`src/rtl/paper_csc_pkg.sv`:
```
// BT.601 limited-range YCbCr->RGB constants and shared types for the paper CSC pipeline.
// Pure declarations: no latency, no backpressure.
package paper_csc_pkg;

  typedef logic signed [19:0] acc_t;

  typedef struct packed {
    logic de;
    logic hsync;
    logic vsync;
  } sync_t;

  localparam acc_t K_Y   = 20'sd298;
  localparam acc_t K_RCR = 20'sd409;
  localparam acc_t K_GCB = 20'sd100;
  localparam acc_t K_GCR = 20'sd208;
  localparam acc_t K_BCB = 20'sd516;

  localparam acc_t Y_OFS = 20'sd16;
  localparam acc_t C_OFS = 20'sd128;

  localparam acc_t ROUND = 20'sd128;
  localparam int   SHIFT = 8;

endpackage

```
`src/rtl/paper_ycbcr422_to_rgb_if.sv`:
```
// Pixel-domain video bundle: 4:2:2 input side and RGB output side with syncs.
// Wires only: no latency; the stream has no backpressure.
interface paper_ycbcr422_to_rgb_if;
  logic [15:0] data422_i;
  logic        de_i;
  logic        hsync_i;
  logic        vsync_i;
  logic [23:0] rgb_o;
  logic        de_o;
  logic        hsync_o;
  logic        vsync_o;

  modport master (
    output data422_i, de_i, hsync_i, vsync_i,
    input  rgb_o, de_o, hsync_o, vsync_o
  );

  modport slave (
    input  data422_i, de_i, hsync_i, vsync_i,
    output rgb_o, de_o, hsync_o, vsync_o
  );
endinterface

```
`src/rtl/paper_csc_clamp.sv`:
```
// Rounds, shifts and clamps one signed accumulator to an 8-bit colour channel.
// Combinational, zero latency; no backpressure.
module paper_csc_clamp
  import paper_csc_pkg::*;
(
  input  acc_t       i_acc,
  output logic [7:0] o_pix
);

  acc_t w_rnd;

  assign w_rnd = (i_acc + ROUND) >>> SHIFT;

  always_comb begin
    o_pix = w_rnd[7:0];
    if (w_rnd < 20'sd0)
      o_pix = 8'h00;
    else if (w_rnd > 20'sd255)
      o_pix = 8'hFF;
  end

endmodule

```
`src/rtl/paper_ycbcr422_to_rgb.sv`:
```
// YCbCr 4:2:2 -> RGB888 (BT.601 limited range) with de/hsync/vsync kept aligned.
// Fixed 3-cycle latency (pair, multiply, sum/clamp); one pixel per cycle, never stalls.
module paper_ycbcr422_to_rgb
  import paper_csc_pkg::*;
(
  input  logic                    px_clk_i,
  input  logic                    rst_ni,
  paper_ycbcr422_to_rgb_if.slave  vid
);

  localparam logic [7:0] C_NEUTRAL = C_OFS[7:0];

  sync_t      w_sync_in;
  logic       w_in_odd;
  logic [7:0] w_cb;
  logic [7:0] w_cr;
  acc_t       w_yd, w_cbd, w_crd;
  acc_t       w_sum_r, w_sum_g, w_sum_b;
  logic [7:0] w_r, w_g, w_b;

  logic       r_phase;
  logic [7:0] r_s1_y;
  logic [7:0] r_s1_c;
  logic       r_s1_odd;
  logic [7:0] r_cb_lat;
  sync_t      r_s1_sync;
  acc_t       r_p_y, r_p_rcr, r_p_gcb, r_p_gcr, r_p_bcb;
  sync_t      r_s2_sync;
  logic [23:0] r_rgb;
  sync_t      r_s3_sync;

  assign w_sync_in = '{de: vid.de_i, hsync: vid.hsync_i, vsync: vid.vsync_i};
  assign w_in_odd  = vid.de_i & r_phase;

  // An even pixel in S1 borrows Cr from the odd pixel arriving now; if the line
  // ends instead, neutral chroma stands in. An odd pixel reuses the latched Cb.
  always_comb begin
    w_cb = r_s1_c;
    w_cr = w_in_odd ? vid.data422_i[7:0] : C_NEUTRAL;
    if (r_s1_odd) begin
      w_cb = r_cb_lat;
      w_cr = r_s1_c;
    end
  end

  assign w_yd  = acc_t'({12'd0, r_s1_y}) - Y_OFS;
  assign w_cbd = acc_t'({12'd0, w_cb})   - C_OFS;
  assign w_crd = acc_t'({12'd0, w_cr})   - C_OFS;

  always_ff @(posedge px_clk_i or negedge rst_ni) begin
    if (!rst_ni) begin
      r_phase   <= 1'b0;
      r_s1_y    <= '0;
      r_s1_c    <= '0;
      r_s1_odd  <= 1'b0;
      r_cb_lat  <= '0;
      r_s1_sync <= '0;
      r_p_y     <= '0;
      r_p_rcr   <= '0;
      r_p_gcb   <= '0;
      r_p_gcr   <= '0;
      r_p_bcb   <= '0;
      r_s2_sync <= '0;
      r_rgb     <= '0;
      r_s3_sync <= '0;
    end else begin
      r_phase   <= vid.de_i ? ~r_phase : 1'b0;
      r_s1_y    <= vid.data422_i[15:8];
      r_s1_c    <= vid.data422_i[7:0];
      r_s1_odd  <= w_in_odd;
      r_cb_lat  <= r_s1_c;
      r_s1_sync <= w_sync_in;

      r_p_y     <= K_Y   * w_yd;
      r_p_rcr   <= K_RCR * w_crd;
      r_p_gcb   <= K_GCB * w_cbd;
      r_p_gcr   <= K_GCR * w_crd;
      r_p_bcb   <= K_BCB * w_cbd;
      r_s2_sync <= r_s1_sync;

      r_rgb     <= r_s2_sync.de ? {w_r, w_g, w_b} : 24'd0;
      r_s3_sync <= r_s2_sync;
    end
  end

  assign w_sum_r = r_p_y + r_p_rcr;
  assign w_sum_g = r_p_y - r_p_gcb - r_p_gcr;
  assign w_sum_b = r_p_y + r_p_bcb;

  paper_csc_clamp u_clamp_r (.i_acc(w_sum_r), .o_pix(w_r));
  paper_csc_clamp u_clamp_g (.i_acc(w_sum_g), .o_pix(w_g));
  paper_csc_clamp u_clamp_b (.i_acc(w_sum_b), .o_pix(w_b));

  assign vid.rgb_o   = r_rgb;
  assign vid.de_o    = r_s3_sync.de;
  assign vid.hsync_o = r_s3_sync.hsync;
  assign vid.vsync_o = r_s3_sync.vsync;

endmodule

```
`src/flat_wrapper.sv`:
```
// flat-port wrapper written by rule: the top's interface ports become plain ports
module paper_ycbcr422_to_rgb_flat import paper_csc_pkg::*;
  (px_clk_i, rst_ni, vid_data422_i, vid_de_i, vid_hsync_i, vid_vsync_i, vid_rgb_o, vid_de_o, vid_hsync_o, vid_vsync_o);
  paper_ycbcr422_to_rgb_if vid_i ();
  input  logic px_clk_i;
  input  logic rst_ni;
  input wire logic [$bits(vid_i.data422_i)-1:0] vid_data422_i;
  input wire logic [$bits(vid_i.de_i)-1:0] vid_de_i;
  input wire logic [$bits(vid_i.hsync_i)-1:0] vid_hsync_i;
  input wire logic [$bits(vid_i.vsync_i)-1:0] vid_vsync_i;
  output wire logic [$bits(vid_i.rgb_o)-1:0] vid_rgb_o;
  output wire logic [$bits(vid_i.de_o)-1:0] vid_de_o;
  output wire logic [$bits(vid_i.hsync_o)-1:0] vid_hsync_o;
  output wire logic [$bits(vid_i.vsync_o)-1:0] vid_vsync_o;
  assign vid_i.data422_i = vid_data422_i;
  assign vid_i.de_i = vid_de_i;
  assign vid_i.hsync_i = vid_hsync_i;
  assign vid_i.vsync_i = vid_vsync_i;
  assign vid_rgb_o = vid_i.rgb_o;
  assign vid_de_o = vid_i.de_o;
  assign vid_hsync_o = vid_i.hsync_o;
  assign vid_vsync_o = vid_i.vsync_o;
  paper_ycbcr422_to_rgb u_core (.px_clk_i(px_clk_i), .rst_ni(rst_ni), .vid(vid_i));
endmodule
```
`config.mk`:
```
export PLATFORM = sky130hd
export DESIGN_NAME = paper_ycbcr422_to_rgb_flat
export DESIGN_NICKNAME = d
export VERILOG_FILES = /design/src/rtl/paper_csc_pkg.sv /design/src/rtl/paper_ycbcr422_to_rgb_if.sv /design/src/rtl/paper_csc_clamp.sv /design/src/rtl/paper_ycbcr422_to_rgb.sv /design/src/flat_wrapper.sv
export SDC_FILE = /design/constraint.sdc
export NUM_CORES = 1
export LEC_CHECK = 0
export CORE_UTILIZATION = 50
export CTS_BUF_LIST = sky130_fd_sc_hd__clkbuf_16
export DETAILED_ROUTE_END_ITERATION = 8
export PLACE_DENSITY_LB_ADDON = 0.12
export SETUP_SLACK_MARGIN = 0.05
export SLEW_MARGIN = 20
export SYNTH_ARGS = -nofsm -noshare
export SYNTH_HDL_FRONTEND = slang
export SYNTH_SLANG_ARGS = --single-unit
```
`constraint.sdc`:
```
create_clock -name px_clk_i -period 8.1 [get_ports px_clk_i]
set_clock_uncertainty 0.2 [all_clocks]
set_input_delay 1.215 -clock px_clk_i [delete_from_list [all_inputs] [get_ports px_clk_i]]
set_output_delay 1.215 -clock px_clk_i [all_outputs]
set_load 0.1 [all_outputs]
```
==> impl_summary.log, run 1 <==
[metrics] outcome: completed
[metrics] category of the worst setup path launch point: input port
[metrics] final estimated routing congestion in global placement: 0.839
[metrics] Synth Register Bits: approximately 150
[metrics] predominant post-synthesis flop cell: sky130_fd_sc_hd__dfrtp_1
[metrics] Final ANT Viol Nets: 0
[metrics] DP Wirelength: 17,900 µm
[metrics] count of non-filler cells in the finished layout: between 1,000 and 1,500
[metrics] Routed WL: 22,100 µm
[metrics] final worst slack: around 1.2 ns
[metrics] final core utilization: 0.580
[metrics] H-Tree Level Count: 4
[metrics] EDFF count, synth: 0
[metrics] flip-flop and latch area: around 3600 µm²
[metrics] Sinks on Clock Net: 145
[metrics] placed cell count: 1,409
[metrics] fraction of registers with async set/reset: 1.00
[metrics] Post-Synthesis Mean Instance Area: 10.5 µm²
[metrics] number of violations reported at the end of detailed-routing iteration 0: 282
[metrics] io pins: 48
[metrics] Chip Height: 153 µm
[metrics] worst-skew pair later-pin latency: 0.43 ns
[metrics] total setup violations reported at the end of the flow: 0
[metrics] initial core utilization: 0.516
[metrics] number of buffers created by CTS: 17
[metrics] peak supply drop: 0.238 mV
[metrics] drt pass-1 iters: 6
[metrics] start point of the worst min-delay path: u_core.r_s1_sync[2]
[metrics] global route total overflow: 0
[metrics] path type of the worst min-delay path: reg -> reg
[metrics] arrival time of data at the critical path endpoint: between 7 and 8 ns
[metrics] library cell used as clock root buffer: sky130_fd_sc_hd__clkbuf_16
[metrics] Critical path origin: vid_de_i
[metrics] Worst setup EP type: register
[metrics] Crit Path Category: in -> reg
[metrics] residual DRC count: 0
[metrics] Port Buffers: 47
[metrics] final clock period utilization by the worst path: 0.857
[metrics] commonest cells after routing, fill and taps aside: sky130_fd_sc_hd__ha_1 (257), sky130_fd_sc_hd__inv_1 (181), sky130_fd_sc_hd__dfrtp_1 (145)
[metrics] number of buffers on the longest clock path: 2
[metrics] worst setup path end: u_core.r_p_rcr[18]
[metrics] pre-CTS setup slack: 0.683 ns
[metrics] critical path data required time: 8.21 ns
[metrics] slack of the worst reg-to-reg path: 2.01 ns
[metrics] via-per-instance ratio: 5.13
[metrics] number of cells on the worst reg-to-reg path: 17
[metrics] power per standard cell area: 398 nW/µm²
[metrics] most common cell after layout, fill and taps aside: sky130_fd_sc_hd__ha_1
[metrics] post-synth cell types: 61
[metrics] R2R Path Start: u_core.r_s1_odd
[metrics] number of slew-limit violations in the final report: 0
[metrics] Clock Pin Slew Worst Setup and Hold Paths: approximately 0.06 ns
[metrics] Finished Cell Area: 12,800 µm²
[metrics] Post-Syn Instances: roughly 1,100
[metrics] LEAKAGE: ~6.7 nW
[metrics] count of vias placed by the detailed router: 7,392
[metrics] overall track demand over capacity in global routing: 0.204
[metrics] number of warning messages in the yosys log: 0
[metrics] Final #Nets: roughly 1,500
[metrics] Max-Cap Viols: 0
[metrics] total of cells resized after clock tree synthesis: 0
[metrics] setup repair after global routing missed its margin: false
[metrics] count of filler cells inserted in the layout: 1,927
[metrics] fraction of the yosys area taken by sequential cells: 0.318
[metrics] Die Outline Area: 23,400 µm²
[metrics] antenna violations before repair: 0
[metrics] number of buffers inserted by post-CTS setup repair: 0
[metrics] largest stage delay on the critical path: a little under 0.7 ns
[metrics] final critical-path required period: 6.94 ns
[metrics] Placeable Area: ~22,000 µm²
[metrics] Critical Path Fanout Max: 8
[metrics] clock tree from TritonCTS: yes
[metrics] number of hold buffers added after cts: 0
[metrics] global-route wire length before repair: about 37,000 µm
[metrics] slowest cell on the critical path: sky130_fd_sc_hd__o21ai_0
[metrics] pin count of the biggest net entering global routing: 90
[metrics] Slew @ Worst Pin: a little under 1 ns
[metrics] Worst slew margin: 0.350
[metrics] Multi-input gate area: between 7000 and 8000 µm²
[metrics] signed area change from the synthesized netlist to the final layout: 12.3%
[metrics] highest clock frequency the design can meet: 0.144 GHz
[metrics] Fin. Hold Viols: 0
[metrics] die width: 153 µm
[metrics] Routed WL per cell: 15.3 µm
[metrics] # rows: 54
[metrics] proportion of netlist area held by the largest area contributor: 0.318
[metrics] cell types with the largest area share after synthesis: sky130_fd_sc_hd__dfrtp_1 (32%), sky130_fd_sc_hd__ha_1 (28%), sky130_fd_sc_hd__fa_1 (9.3%), sky130_fd_sc_hd__inv_1 (6.0%), sky130_fd_sc_hd__xnor2_1 (4.5%)
[metrics] share of final-layout standard cells stronger than drive strength 1: 0.0577
[metrics] final total negative setup slack: 0 ns
[metrics] number of global-route vias before repair: 7,269
[metrics] endpoint of the worst-slack reg-to-reg timing path: u_core.r_p_rcr[18]
[metrics] nets in the synthesized netlist: between 1,000 and 1,500
[metrics] cells along the critical path: clkdlybuf4s50_1 > nand2_1 > clkinv_1 > nand2_1 > o21ai_0 > ha_1 > ha_1 > inv_1 > fa_1 > fa_1 > inv_1 > ha_1 > fa_1 > a21o_1 > a21oi_1 > nor2b_1 > o21a_1 > o22a_1 > a211oi_1 > o21bai_1 > mux2_2
[metrics] placed cell area: between 10,000 and 15,000 µm²
[metrics] antenna diode instance count: 0
[metrics] library cell with the largest summed area after synthesis: sky130_fd_sc_hd__dfrtp_1
[metrics] Mapped Area: 11,400 µm²
## sequential cells by signal, summed over array words and instances (netlist names), 3 cells and up
register	cells
u_core.r_p_y	19
u_core.r_p_rcr	20
u_core.r_s2_sync	3
u_core.r_p_gcr	14
u_core.r_p_bcb	15
u_core.r_s1_c	8
u_core.r_cb_lat	8
u_core.r_p_gcb	18
u_core.r_s1_y	8
u_core.r_s1_sync	3
u_core.vid.rgb_o	24
## metal layers
layer,vias to the layer above,share of wire,GRT usage
met5,-,0,0
met4,0,0.011,0.0568
met3,18,0.029,0.0286
met2,74,0.45,0.320
met1,3515,0.51,0.295
li1,3785,-,-
## cell families (layout without fill, tap and decap cells)
kind of cell,Yosys count,count (layout),share of synthesized area
flops,145,145,0.318
mux,11,11,0.0105
simple gates,160,160,0.0687
buf+inv,186,266,0.0612
fa+ha+maj,310,310,0.375
compound gates,189,189,0.105
xor+xnor,80,80,0.0614
## area by class of cell
| class | instances | area share |
|---|---|---|
| multi-input cells | 750 | 0.553 |
| flip-flops and latches | 145 | 0.283 |
| inverters | 182 | 0.0534 |
| repair buffers | 52 | 0.0398 |
| clock buffers | 17 | 0.0332 |
| well taps | 280 | 0.0274 |
| clock inverters | 15 | 0.00977 |
## worst max-delay path: cells and delay by family
kind / cells / cell delay, ns
AOI/OAI and AO/OA: 7 / 1.96
adders and majority gates: 6 / 2.46
buffers and inverters: 4 / 0.82
muxes: 1 / 0.28
and+or+nand+nor: 3 / 0.31
## metrics by stage
step,power (mW),hold slack [ns]
final,5.10,0.151
after global routing,5.60,0.158
after CTS,5.13,0.151
after detailed placement,4.36,0.136
after global placement,4.33,0.133
after floorplan,3.65,0.131
## worst min path at each step
stage	to	cells past startpoint
after floorplan	u_core.r_s2_sync[0]	0
after global placement	u_core.r_s2_sync[1]	0
after detailed placement	u_core.r_s2_sync[0]	0
after CTS	u_core.r_s2_sync[2]	0
after global routing	u_core.vid.vsync_o	0
final	u_core.r_s2_sync[2]	0
## synthesized netlist by cell type, drive strengths merged (2+ instances only)
master / count
nand4: 4
or3: 3
clkbuf: 3
inv: 181
and3: 2
nand2b: 5
fa: 53
nand2: 49
or2b: 2
a211oi: 3
nor3b: 2
and2: 4
nor3: 18
o31ai: 2
o21ai: 37
nand4b: 2
o21bai: 10
nor2: 36
mux2: 8
mux2i: 3
xor2: 22
a21o: 18
nor2b: 12
ha: 257
xnor2: 58
a31oi: 14
a41oi: 3
a21oi: 73
a31o: 2
a2111oi: 2
or2: 6
nand3: 11
dfrtp: 145
a221oi: 2
o21a: 10
o211ai: 4
## report_power, final
group	switching (mW)	internal (mW)	total [mW]
sequential	0.119	0.895	1.01
combinational	1.99	1.35	3.34
clock	0.339	0.399	0.738
Power figures use the tool's default switching activity.
==> run 2: changes to the inputs <==
- SLEW_MARGIN: 20 -> 25
==> results of run 2 <==
The final DEF is identical to that of run 1; final timing and power are the same.
==> RTL change (config.mk and constraints of run 2) <==
Put a register stage on the output `vid.vsync_o`, without a reset. The value now appears one clock later.
--- a/src/rtl/paper_ycbcr422_to_rgb.sv
+++ b/src/rtl/paper_ycbcr422_to_rgb.sv
@@ -95,5 +95,7 @@
   assign vid.de_o    = r_s3_sync.de;
   assign vid.hsync_o = r_s3_sync.hsync;
-  assign vid.vsync_o = r_s3_sync.vsync;
+  always_ff @(posedge px_clk_i) begin
+    vid.vsync_o <= r_s3_sync.vsync;
+  end
 
 endmodule
Function: changed (Yosys sat finds a counterexample within 4 cycles, from zero or initial values and one cycle with rst_ni low).
==> RTL change against run 2 <==
  * Worst setup slack gained 0.33 ns
  * Worst hold slack got worse by 0.0076 ns
  * Final area grew 1.3%
  * Sequential cell count rose by 1
  * Power up 2.6%
  * Largest cell class unchanged
  * Area after synthesis increased by 1.7%
  * Sequential power up 4%
  * Critical endpoint unchanged
  * Routed wire length is 8.2% higher
  * Sequential share of layout area is 0.21 points lower
==> RTL change: results (changes against run 2) <==
Clock tree
  • Clk_lat worst skew: 0.42 ns
  • Post-CTS setup buffers: 0 (unchanged)
  • Cts bufs inserted: 17 (unchanged)
  • H-Tree Depth: 4 (unchanged)
  • Clock tree buffer depth: 2 (unchanged)
  • Clock-pin slew on the worst setup and hold paths: 0.06 ns (about the same)
  • CTS root buf: clkbuf_16
  • Post-cts resize count: 0 (unchanged)

Drt
  • DRT Wirelength: 23,900 µm (+8.2%)
  • Drt wl/cell: 16.5 µm (+7.3%)
  • Initial DRC count: 245 (-13%)
  • Via count: 7,603 (+2.9%)
  • Drt pass-1 iters: 5 (-1)

Place
  • Placer Congestion: 0.839 (about the same)
  • DPL Wire Length: 18,800 µm (+5.1%)
  • Port bufs: 47 (unchanged)
  • Pre-CTS setup slack: 1.11 ns (+0.427 ns)
  • DP Area: 12,400 µm² (+1.5%)

Global route
  • Initial antenna violation count: 0 (unchanged)
  • Total GRT Usage: 21.7% (+1.3 points)
  • Vias in the first global route: 7,740 (+6.5%)
  • First-pass GRT wire length: 39,500 µm (+6.7%)
  • Largest net degree at the start of global routing: 80 (-11%)

Synthesis
  • Top FF cell, synth: dfrtp_1
  • Synthesized net count: 1,421 (+0.64%)
  • Syn. warnings: 0 (unchanged)
  • Sequential share of the synthesized area: 31.5% (-0.37 points)
  • Synth area leader: dfrtp_1
  • Asr flop ratio synth: 99.3% (-0.68 points)
  • Post-synthesis compound-gate area fraction: 11.8% (+1.3 points)
  • Top post-synthesis cells by area: dfrtp_1 31%, ha_1 28%, fa_1 9.1%
  • Synth Area in Adders: 36.9% (-0.64 points)
  • Post-synthesis mux area share: 1.12% (+0.068 points)
  • Post-Synth XOR/XNOR Area: 6.04% (-0.10 points)
  • Most frequent cells after synthesis: 257 x ha_1, 172 x inv_1, 145 x dfrtp_1, 59 x a21oi_1, 54 x xnor2_1
  • Syn Inst Count: 1,090 (+0.83%)
  • Netlist cell types: 69 (+13%)

Worst setup path
  • Crit Path Max Fanout: 8 (unchanged)
  • Crit path largest cell delay: 0.51 ns (-0.17 ns)
  • Slowest cell on crit path: o21ai_0
  • Delay-heaviest family, CP: adder cells
  • Data arrival time of the worst path: 6.72 ns (-0.33 ns)

Power and ir drop
  • Max rail drop VDD: 0.276 mV (+16%)
  • P_leak: 6.85 nW (+1.8%)

STA
  • Actual slew at the worst max-slew pin: 0.980 ns (+0.00827 ns)

Layout
  • Share of post-route cells with drive strength above 1: 5.05% (-0.72 points)
  • Area Growth Syn to Fin: 11.8%
  • # diodes: 0 (unchanged)
  • Fillers: 1,968 (+2.1%)
  • Max reg flops: 24 (unchanged)
  • Final Net Count: 1,486 (+0.47%)

Run status
  • Outcome: finished clean

Min path
  • Min-delay worst type: reg2reg
RTL change: final cells by class:
type | count | area, µm² | area share, %
clock inverter | 15 | 108 | 0.829
timing repair buffer | 53 | 520 | 4.01
sequential | 146 | 3650 | 28.1
inverter | 173 | 649 | 5.01
multi-input combinational | 764 | 7260 | 56.0
clock buffer | 17 | 425 | 3.28
tap | 285 | 357 | 2.75
RTL change: path summary, 6_finish.rpt:
check,start,end,slack (ns),cells after the start
worst max-delay path,vid_de_i,u_core.r_p_rcr[18],1.49,20
worst min-delay path,u_core.r_s3_sync[0],u_core.vid.vsync_o,0.14,0
worst max register to register,u_core.r_s1_odd,u_core.r_p_rcr[18],2.18,16
worst min register to register,u_core.r_s3_sync[0],u_core.vid.vsync_o,0.14,0
max in group asynchronous,rst_ni,u_core.r_p_gcb[5],6.01,2
min in group asynchronous,rst_ni,u_core.vid.rgb_o[7],0.57,1
RTL change: worst reg2reg max path, delay by kind of cell, from the launching register on:
| kind | cells | cell delay [ns] |
|---|---|---|
| muxes | 1 | 0.35 |
| buffers and inverters | 2 | 0.12 |
| AOI/OAI and AO/OA | 7 | 1.74 |
| adders and majority gates | 6 | 2.49 |
| DFF | 1 | 0.91 |
RTL change: per-layer routing:
| metal | up-vias | GRT usage [%] | share of wire (%) |
|---|---|---|---|
| met5 | - | 0 | 0 |
| met4 | 0 | 9.15 | 3.5 |
| met3 | 35 | 3.42 | 3.3 |
| met2 | 111 | 34.4 | 45 |
| met1 | 3615 | 29.8 | 48 |
| li1 | 3842 | - | - |
RTL change: power breakdown:
group,switching [mW],internal (mW),total [mW]
registers,0.142,0.905,1.05
clock network,0.336,0.394,0.730
logic,2.09,1.36,3.45
total,2.57,2.66,5.23
